**config.mk**
```make
export PLATFORM = sky130hd
export DESIGN_NAME = axi_interconnect_crossbar_wr_arbiter
export DESIGN_NICKNAME = d
export VERILOG_FILES = /design/src/rtl/axi_interconnect_crossbar_wr_arbiter_pkg.sv /design/src/rtl/axi_interconnect_crossbar_arbit_polling.sv /design/src/rtl/axi_interconnect_crossbar_wr_arbiter.sv
export SDC_FILE = /design/constraint.sdc
export NUM_CORES = 1
export LEC_CHECK = 0
export ABC_AREA = 1
export CAP_MARGIN = 20
export CORE_UTILIZATION = 46
export CTS_BUF_LIST = sky130_fd_sc_hd__clkbuf_16
export DETAILED_ROUTE_END_ITERATION = 6
export HOLD_SLACK_MARGIN = 0.1
export PLACE_DENSITY = 0.74
export SLEW_MARGIN = 20
export SYNTH_ARGS = -nofsm -noshare
export SYNTH_HDL_FRONTEND = slang
export SYNTH_SLANG_ARGS = --single-unit
```
**constraint.sdc**
```tcl
create_clock -name clk -period 1.7 [get_ports clk]
set_clock_uncertainty 0.1 [all_clocks]
set_input_delay 0.34 -clock clk [delete_from_list [all_inputs] [get_ports clk]]
set_output_delay 0.34 -clock clk [all_outputs]
set_load 0.005 [all_outputs]
```
**src/rtl/axi_interconnect_crossbar_wr_arbiter_pkg.sv**
```systemverilog
// Shared types and sizing helpers for the per-slave write-channel arbiter
// and its rotating-priority core.
package axi_interconnect_crossbar_wr_arbiter_pkg;

    typedef enum logic [1:0] {
        IDLE = 2'd0,
        XFER = 2'd1,
        RESP = 2'd2
    } wr_state_e;

    // Number of bits needed to hold any value in 0..value, never less than 1.
    function automatic int log2(input int value);
        int w;
        w = 1;
        for (int i = 1; i < 31; i++) begin
            if ((1 << i) <= value) begin
                w = i + 1;
            end
        end
        return w;
    endfunction

    function automatic int idx_width(input int num);
        return log2(num - 1);
    endfunction

endpackage

```
**src/rtl/axi_interconnect_crossbar_arbit_polling.sv**
```systemverilog
// Combinational rotating-priority arbiter: picks the first requester at or
// above last_user, wrapping past NUM-1 back to 0.
module axi_interconnect_crossbar_arbit_polling
    import axi_interconnect_crossbar_wr_arbiter_pkg::*;
#(
    parameter int NUM   = 4,
    parameter int WIDTH = idx_width(NUM)
) (
    input  logic [NUM-1:0]   user_req,
    input  logic [WIDTH-1:0] last_user,
    output logic [WIDTH-1:0] gnt_idx,
    output logic             gnt_any
);

    logic [2*NUM-1:0] req_dbl;
    logic [NUM-1:0]   req_rot;

    // Rotating the doubled vector puts last_user at bit 0, so a plain
    // lowest-bit-first scan yields the wrapped priority order.
    assign req_dbl = {user_req, user_req};
    assign req_rot = req_dbl[NUM-1:0] >> 0 == '0 ? '0 : NUM'(req_dbl >> last_user);

    always_comb begin
        int k;
        k       = 0;
        gnt_idx = '0;
        gnt_any = 1'b0;
        for (int i = 0; i < NUM; i++) begin
            if (!gnt_any && req_rot[i]) begin
                gnt_any = 1'b1;
                k       = int'(last_user) + i;
                if (k >= NUM) begin
                    k = k - NUM;
                end
                gnt_idx = WIDTH'(k);
            end
        end
    end

endmodule

```
**src/rtl/axi_interconnect_crossbar_wr_arbiter.sv**
```systemverilog
// Per-slave write arbiter: grants one master for a whole AW/W/B transaction,
// drives the channel mux selects and advances the round-robin pointer.
module axi_interconnect_crossbar_wr_arbiter
    import axi_interconnect_crossbar_wr_arbiter_pkg::*;
#(
    parameter int NUM     = 4,
    parameter int WIDTH   = idx_width(NUM),
    parameter int TIMEOUT = 0
) (
    input  logic             clk,
    input  logic             rst,
    input  logic [NUM-1:0]   req,
    input  logic             aw_hs,
    input  logic             w_last_hs,
    input  logic             b_hs,
    output logic             gnt_vld,
    output logic [WIDTH-1:0] gnt_idx,
    output logic [NUM-1:0]   gnt_onehot,
    output logic             aw_en,
    output logic             w_en,
    output logic             b_en,
    output logic             timeout_err
);

    localparam int CNT_W = (TIMEOUT > 1) ? log2(TIMEOUT - 1) : 1;
    localparam logic [CNT_W-1:0] TMO_LAST = CNT_W'((TIMEOUT > 0) ? TIMEOUT - 1 : 0);

    wr_state_e        state_q, state_d;
    logic             gnt_vld_q, gnt_vld_d;
    logic [WIDTH-1:0] gnt_idx_q, gnt_idx_d;
    logic [NUM-1:0]   gnt_onehot_q, gnt_onehot_d;
    logic [WIDTH-1:0] ptr_q, ptr_d;
    logic             aw_done_q, aw_done_d;
    logic             w_done_q, w_done_d;
    logic [CNT_W-1:0] tmo_cnt_q, tmo_cnt_d;
    logic             timeout_err_q, timeout_err_d;

    logic [WIDTH-1:0] core_idx;
    logic             core_any;
    logic             release_now;

    axi_interconnect_crossbar_arbit_polling #(
        .NUM   (NUM),
        .WIDTH (WIDTH)
    ) u_core (
        .user_req  (req),
        .last_user (ptr_q),
        .gnt_idx   (core_idx),
        .gnt_any   (core_any)
    );

    always_comb begin
        state_d       = state_q;
        gnt_vld_d     = gnt_vld_q;
        gnt_idx_d     = gnt_idx_q;
        ptr_d         = ptr_q;
        aw_done_d     = aw_done_q;
        w_done_d      = w_done_q;
        tmo_cnt_d     = '0;
        timeout_err_d = 1'b0;
        release_now   = 1'b0;

        case (state_q)
            IDLE: begin
                if (core_any) begin
                    gnt_vld_d = 1'b1;
                    gnt_idx_d = core_idx;
                    aw_done_d = 1'b0;
                    w_done_d  = 1'b0;
                    state_d   = XFER;
                end
            end
            XFER: begin
                if (aw_hs) aw_done_d = 1'b1;
                if (w_last_hs) w_done_d = 1'b1;
                if (aw_done_d && w_done_d) state_d = RESP;
            end
            RESP: begin
                if (b_hs) begin
                    release_now = 1'b1;
                end else if (TIMEOUT > 0 && tmo_cnt_q == TMO_LAST) begin
                    release_now   = 1'b1;
                    timeout_err_d = 1'b1;
                end else if (TIMEOUT > 0) begin
                    tmo_cnt_d = tmo_cnt_q + CNT_W'(1);
                end
            end
            default: state_d = IDLE;
        endcase

        // Releasing hands top priority to the master just after the owner.
        if (release_now) begin
            gnt_vld_d = 1'b0;
            aw_done_d = 1'b0;
            w_done_d  = 1'b0;
            state_d   = IDLE;
            if (gnt_idx_q == WIDTH'(NUM - 1)) begin
                ptr_d = '0;
            end else begin
                ptr_d = gnt_idx_q + WIDTH'(1);
            end
        end

        gnt_onehot_d = gnt_vld_d ? (NUM'(1) << gnt_idx_d) : '0;
    end

    always_ff @(posedge clk) begin
        if (rst) begin
            state_q       <= IDLE;
            gnt_vld_q     <= 1'b0;
            gnt_idx_q     <= '0;
            gnt_onehot_q  <= '0;
            ptr_q         <= '0;
            aw_done_q     <= 1'b0;
            w_done_q      <= 1'b0;
            tmo_cnt_q     <= '0;
            timeout_err_q <= 1'b0;
        end else begin
            state_q       <= state_d;
            gnt_vld_q     <= gnt_vld_d;
            gnt_idx_q     <= gnt_idx_d;
            gnt_onehot_q  <= gnt_onehot_d;
            ptr_q         <= ptr_d;
            aw_done_q     <= aw_done_d;
            w_done_q      <= w_done_d;
            tmo_cnt_q     <= tmo_cnt_d;
            timeout_err_q <= timeout_err_d;
        end
    end

    assign gnt_vld     = gnt_vld_q;
    assign gnt_idx     = gnt_idx_q;
    assign gnt_onehot  = gnt_onehot_q;
    assign aw_en       = (state_q == XFER) && !aw_done_q;
    assign w_en        = (state_q == XFER) && !w_done_q;
    assign b_en        = (state_q == RESP);
    assign timeout_err = timeout_err_q;

endmodule

```
==> run summary <==
STA classifies the critical path startpoint as a register. The classification of the worst-slack hold path is reg -> reg. The total via count after detailed routing is 782, and the peak supply drop is 0.601 mV. The worst setup path is captured at an output port. The category of the critical setup timing path was reg -> out.

The core area is 0.00152 mm². The hold violation total from the final report came out at 0. The run finished with clean final reports.

Net switching share of the total power: 26.2%. The detail route stage leaves a number of antenna-violating nets equal to 0. The sequential area share after synthesis came out at 34.2%. In this run, flip-flops and latches consume 33.8% of the power. The run gives 5 as the number of violations reported at the end of detailed-routing iteration 0. For the register area, the log shows 268 µm².

The run gives 20 as the number of top-level design ports. After clock tree synthesis, the clock-pin slew on the worst setup and hold paths is 0.04 ns. The run gives 458 µm² as the multi-input combinational cell area. At the end of the flow, the number of nets in the layout was 151. Counting the fill cells in the layout gives 117.

The critical path starts at state_q[0]. In this run, the combinational gates consume 25.9% of the power. The first-pass detailed-route iteration total is 4. The critical path's largest stage delay was 0.36 ns. By area the synthesized netlist is led by dfxtp_1 (34%), nand2_1 (12%), nor2_1 (6.9%).

The cell area that synthesis handed to floorplanning was 761 µm². TritonCTS built the clock tree. Across the run, the number of max-cap violations was 0. Once detailed placement completed, the half-perimeter wirelength came to 1.32 mm. The first global-routing pass estimated 2.87 mm of wire. The count of input and output buffers is 18, and the number of H-tree levels is 1. After layout, the worst setup slack is 0.0902 ns.

At the end of routability-driven placement, the weighted congestion stood at 0.833. For this design the static power due to leakage is 0.585 nW. The tree is rooted in a clkbuf_16. In this run the biggest area consumer among cell types represents 34.2% of the synthesized area.

Setup violations remaining at the end of the flow were counted as 0. The final instance area was 0.00114 mm²; the overall die height was 42.7 µm. In this run, the clock network consumes 40.3% of the power.

The internal power of the cells totals 0.000785 W. Traced cell by cell, the critical path runs through inv_1, nor2_2, inv_1, nor2_1, dlygate4sd2_1. For the number of pins with negative max-slew slack in the final report, the log shows 0.

The longest clock path from root to sink contains 2 buffers. The via count of the first global-routing pass was 729. For this run, the top clock speed supported by timing is 0.621 GHz. The critical path contains buffers and inverters numbering 3 combined. The dominant delay contributor by cell family on the critical path was buffers and inverters. In this run the horizontal extent of the chip is 42.7 µm. The worst path needs 1.61 ns of the cycle, external delays included. The logs give 0.24 ns for the clock latency of the later-clocked register in the worst-skew pair and 1.72 mm for the wire length after detailed routing. The initial antenna violation count was 0. The floorplan has 14 rows. The number of antenna diodes in the final layout is 0.

The placed standard-cell area was 990 µm². The switching power total came out at 0.000278 W. Data arrives at the worst endpoint at 1.17 ns. The run gives 0 as the post-cts hold buffer count. The layout overhead on the synthesized area is 50.5%, and the number of distinct library cells after synthesis is 27. The tree built by TritonCTS fans out to 13 sinks. The number of register bits inferred by synthesis came out at 13. The power density over cell area was 928 mW/mm²; the initial core utilization was 49.9%. The source of the worst register-to-register timing path was ptr_q[0]. Mean instance size in the synthesized netlist: 6.79 µm².

The total die area was 0.00182 mm²; the number of vias per cell was 5.01. Setup repair after global routing left no endpoint under its margin. The largest total area in the synthesized netlist belongs to dfxtp_1. In this run, CTS created clock tree buffers numbering 3. The dominant cell type by count on the critical path was inv_1.

The run gives 1.26 ns as the data required time at the worst endpoint. The origin of the worst min-delay path was aw_done_q. Cells fill 75.1% of the core in the end. Summed over all layers, the global routing overflow is 0. For this run, the number of Yosys warnings is 0. Among all stages on the critical path, the largest delay is contributed by dfxtp_2. The final clock period utilization by the worst path is 94.7%, and the instance count of the mapped netlist is 112. In the final layout, the share of cells above drive strength 1 is 33.6%. Along the worst path, the maximum fanout reaches 3. The worst slack at placement was -0.258 ns. Summed over all failing endpoints, the final setup total negative slack is 0 ns. Counting every net in the synthesized netlist gives 122.

Entering global routing, the biggest net connects 8 pins. Global routing consumed, over all layers together, 20.9% of the routing resources. After detailed routing, the average wire length per cell comes to 11.0 µm.

After detailed routing, the number of remaining DRC violations is 0.
[what timing repair did]
action	CTS	global route
gates cloned	0	0
buffers inserted	0	2
pin swaps	1	10
gates resized for setup	8	16
endpoints found under the setup margin	8	7
[power groups by stage]
| stage | sequential (W) | clock (W) | combinational, W |
|---|---|---|---|
| 2_1_floorplan | 0.000358 | 0 | 0.000140 |
| 3_3_place_gp | 0.000359 | 0 | 0.000253 |
| 3_5_place_dp | 0.000360 | 0 | 0.000258 |
| 4_1_cts | 0.000358 | 0.000440 | 0.000258 |
| 5_1_grt | 0.000363 | 0.000452 | 0.000307 |
| 6_report | 0.000359 | 0.000428 | 0.000276 |
[cell type report]
class,instances,area share (%)
clock buffer,3,6.56
clock inverter,1,0.328
inverter,17,5.79
multi-input combinational,79,40.0
sequential,13,23.4
tap,16,1.75
timing repair buffer,27,22.2
[cells by family (layout without fill, tap and decap cells)]
| group | after synthesis | after routing | synth area share (%) |
|---|---|---|---|
| AO/OA/AOI/OAI | 13 | 13 | 10.7 |
| XOR/XNOR | 1 | 1 | 1.15 |
| adder cells (fa/ha/maj) | 1 | 1 | 1.64 |
| buffers and inverters | 20 | 48 | 11.8 |
| flip-flops | 13 | 13 | 34.2 |
| other | 1 | 1 | 0.493 |
| AND/OR/NAND/NOR | 63 | 63 | 40.0 |
[per-layer routing]
metal,vias to the layer above,part of all wire [%],GRT usage (%)
met4,0,0.81,7.50
met5,-,0,0
li1,408,-,-
met1,359,43,24.5
met3,2,2.9,5.11
met2,13,54,36.4
[Yosys cell counts, drive strengths merged]
cell type and count:
a211oi 1, nand4 2, nand2 32, dfxtp 13, inv 17, nor2 18
conb 1, o31ai 1, a21oi 6, ha 1, or2 3, o21ai 3
a31oi 1, buf 3, o22ai 1, nand3 8, xor2 1
[worst paths after layout]
kind	end	slack, ns	cells past startpoint
setup / recovery	w_en	0.09	5
hold / removal	aw_done_q	0.37	2
setup reg to reg	gnt_onehot[0]	0.18	10
hold reg to reg	aw_done_q	0.37	2
[metrics by stage]
stage / instances / power (W) / hold WS (ns)
after floorplan: 112 / 0.000498 / 0.312
after global placement: 150 / 0.000612 / 0.360
after detailed placement: 150 / 0.000619 / 0.372
after CTS: 154 / 0.00106 / 0.378
after global routing: 156 / 0.00112 / 0.411
final: 156 / 0.00106 / 0.374
[worst register-to-register path, delay by kind of cell, from the launching register on]
| family | cells | cell delay [ns] |
|---|---|---|
| AOI/OAI and AO/OA | 2 | 0.34 |
| and+or+nand+nor | 7 | 0.56 |
| DFF | 1 | 0.39 |
| buffers and inverters | 1 | 0.06 |
[cell usage in the layout, fill, tap and decap left out, types with 2 or more instances in the layout]
| master | netlist | layout |
|---|---|---|
| clkdlybuf4s50_1 | 0 | 11 |
| dfxtp_1 | 13 | 9 |
| dlymetal6s2s_1 | 0 | 4 |
| inv_1 | 10 | 11 |
| nand2_1 | 24 | 21 |
| nor2_4 | 2 | 4 |
| nand3_2 | 1 | 2 |
| nand4_1 | 2 | 2 |
| inv_2 | 6 | 6 |
| nor2_1 | 14 | 11 |
| clkbuf_16 | 0 | 3 |
| buf_4 | 1 | 9 |
| dlygate4sd2_1 | 0 | 3 |
| o21ai_0 | 2 | 2 |
| a21oi_1 | 6 | 5 |
| nand2_2 | 8 | 10 |
| or2_1 | 2 | 2 |
| nand3_1 | 7 | 6 |
| dfxtp_2 | 0 | 3 |
| nor2_2 | 2 | 3 |
[registers in the layout, indices dropped and copies added, names as in the netlist]
register / count
gnt_onehot: 4
gnt_idx: 2
ptr_q: 2
state_q: 2
aw_done_q: 1
gnt_vld: 1
w_done_q: 1
No activity file was read; power rests on OpenSTA's default activity.
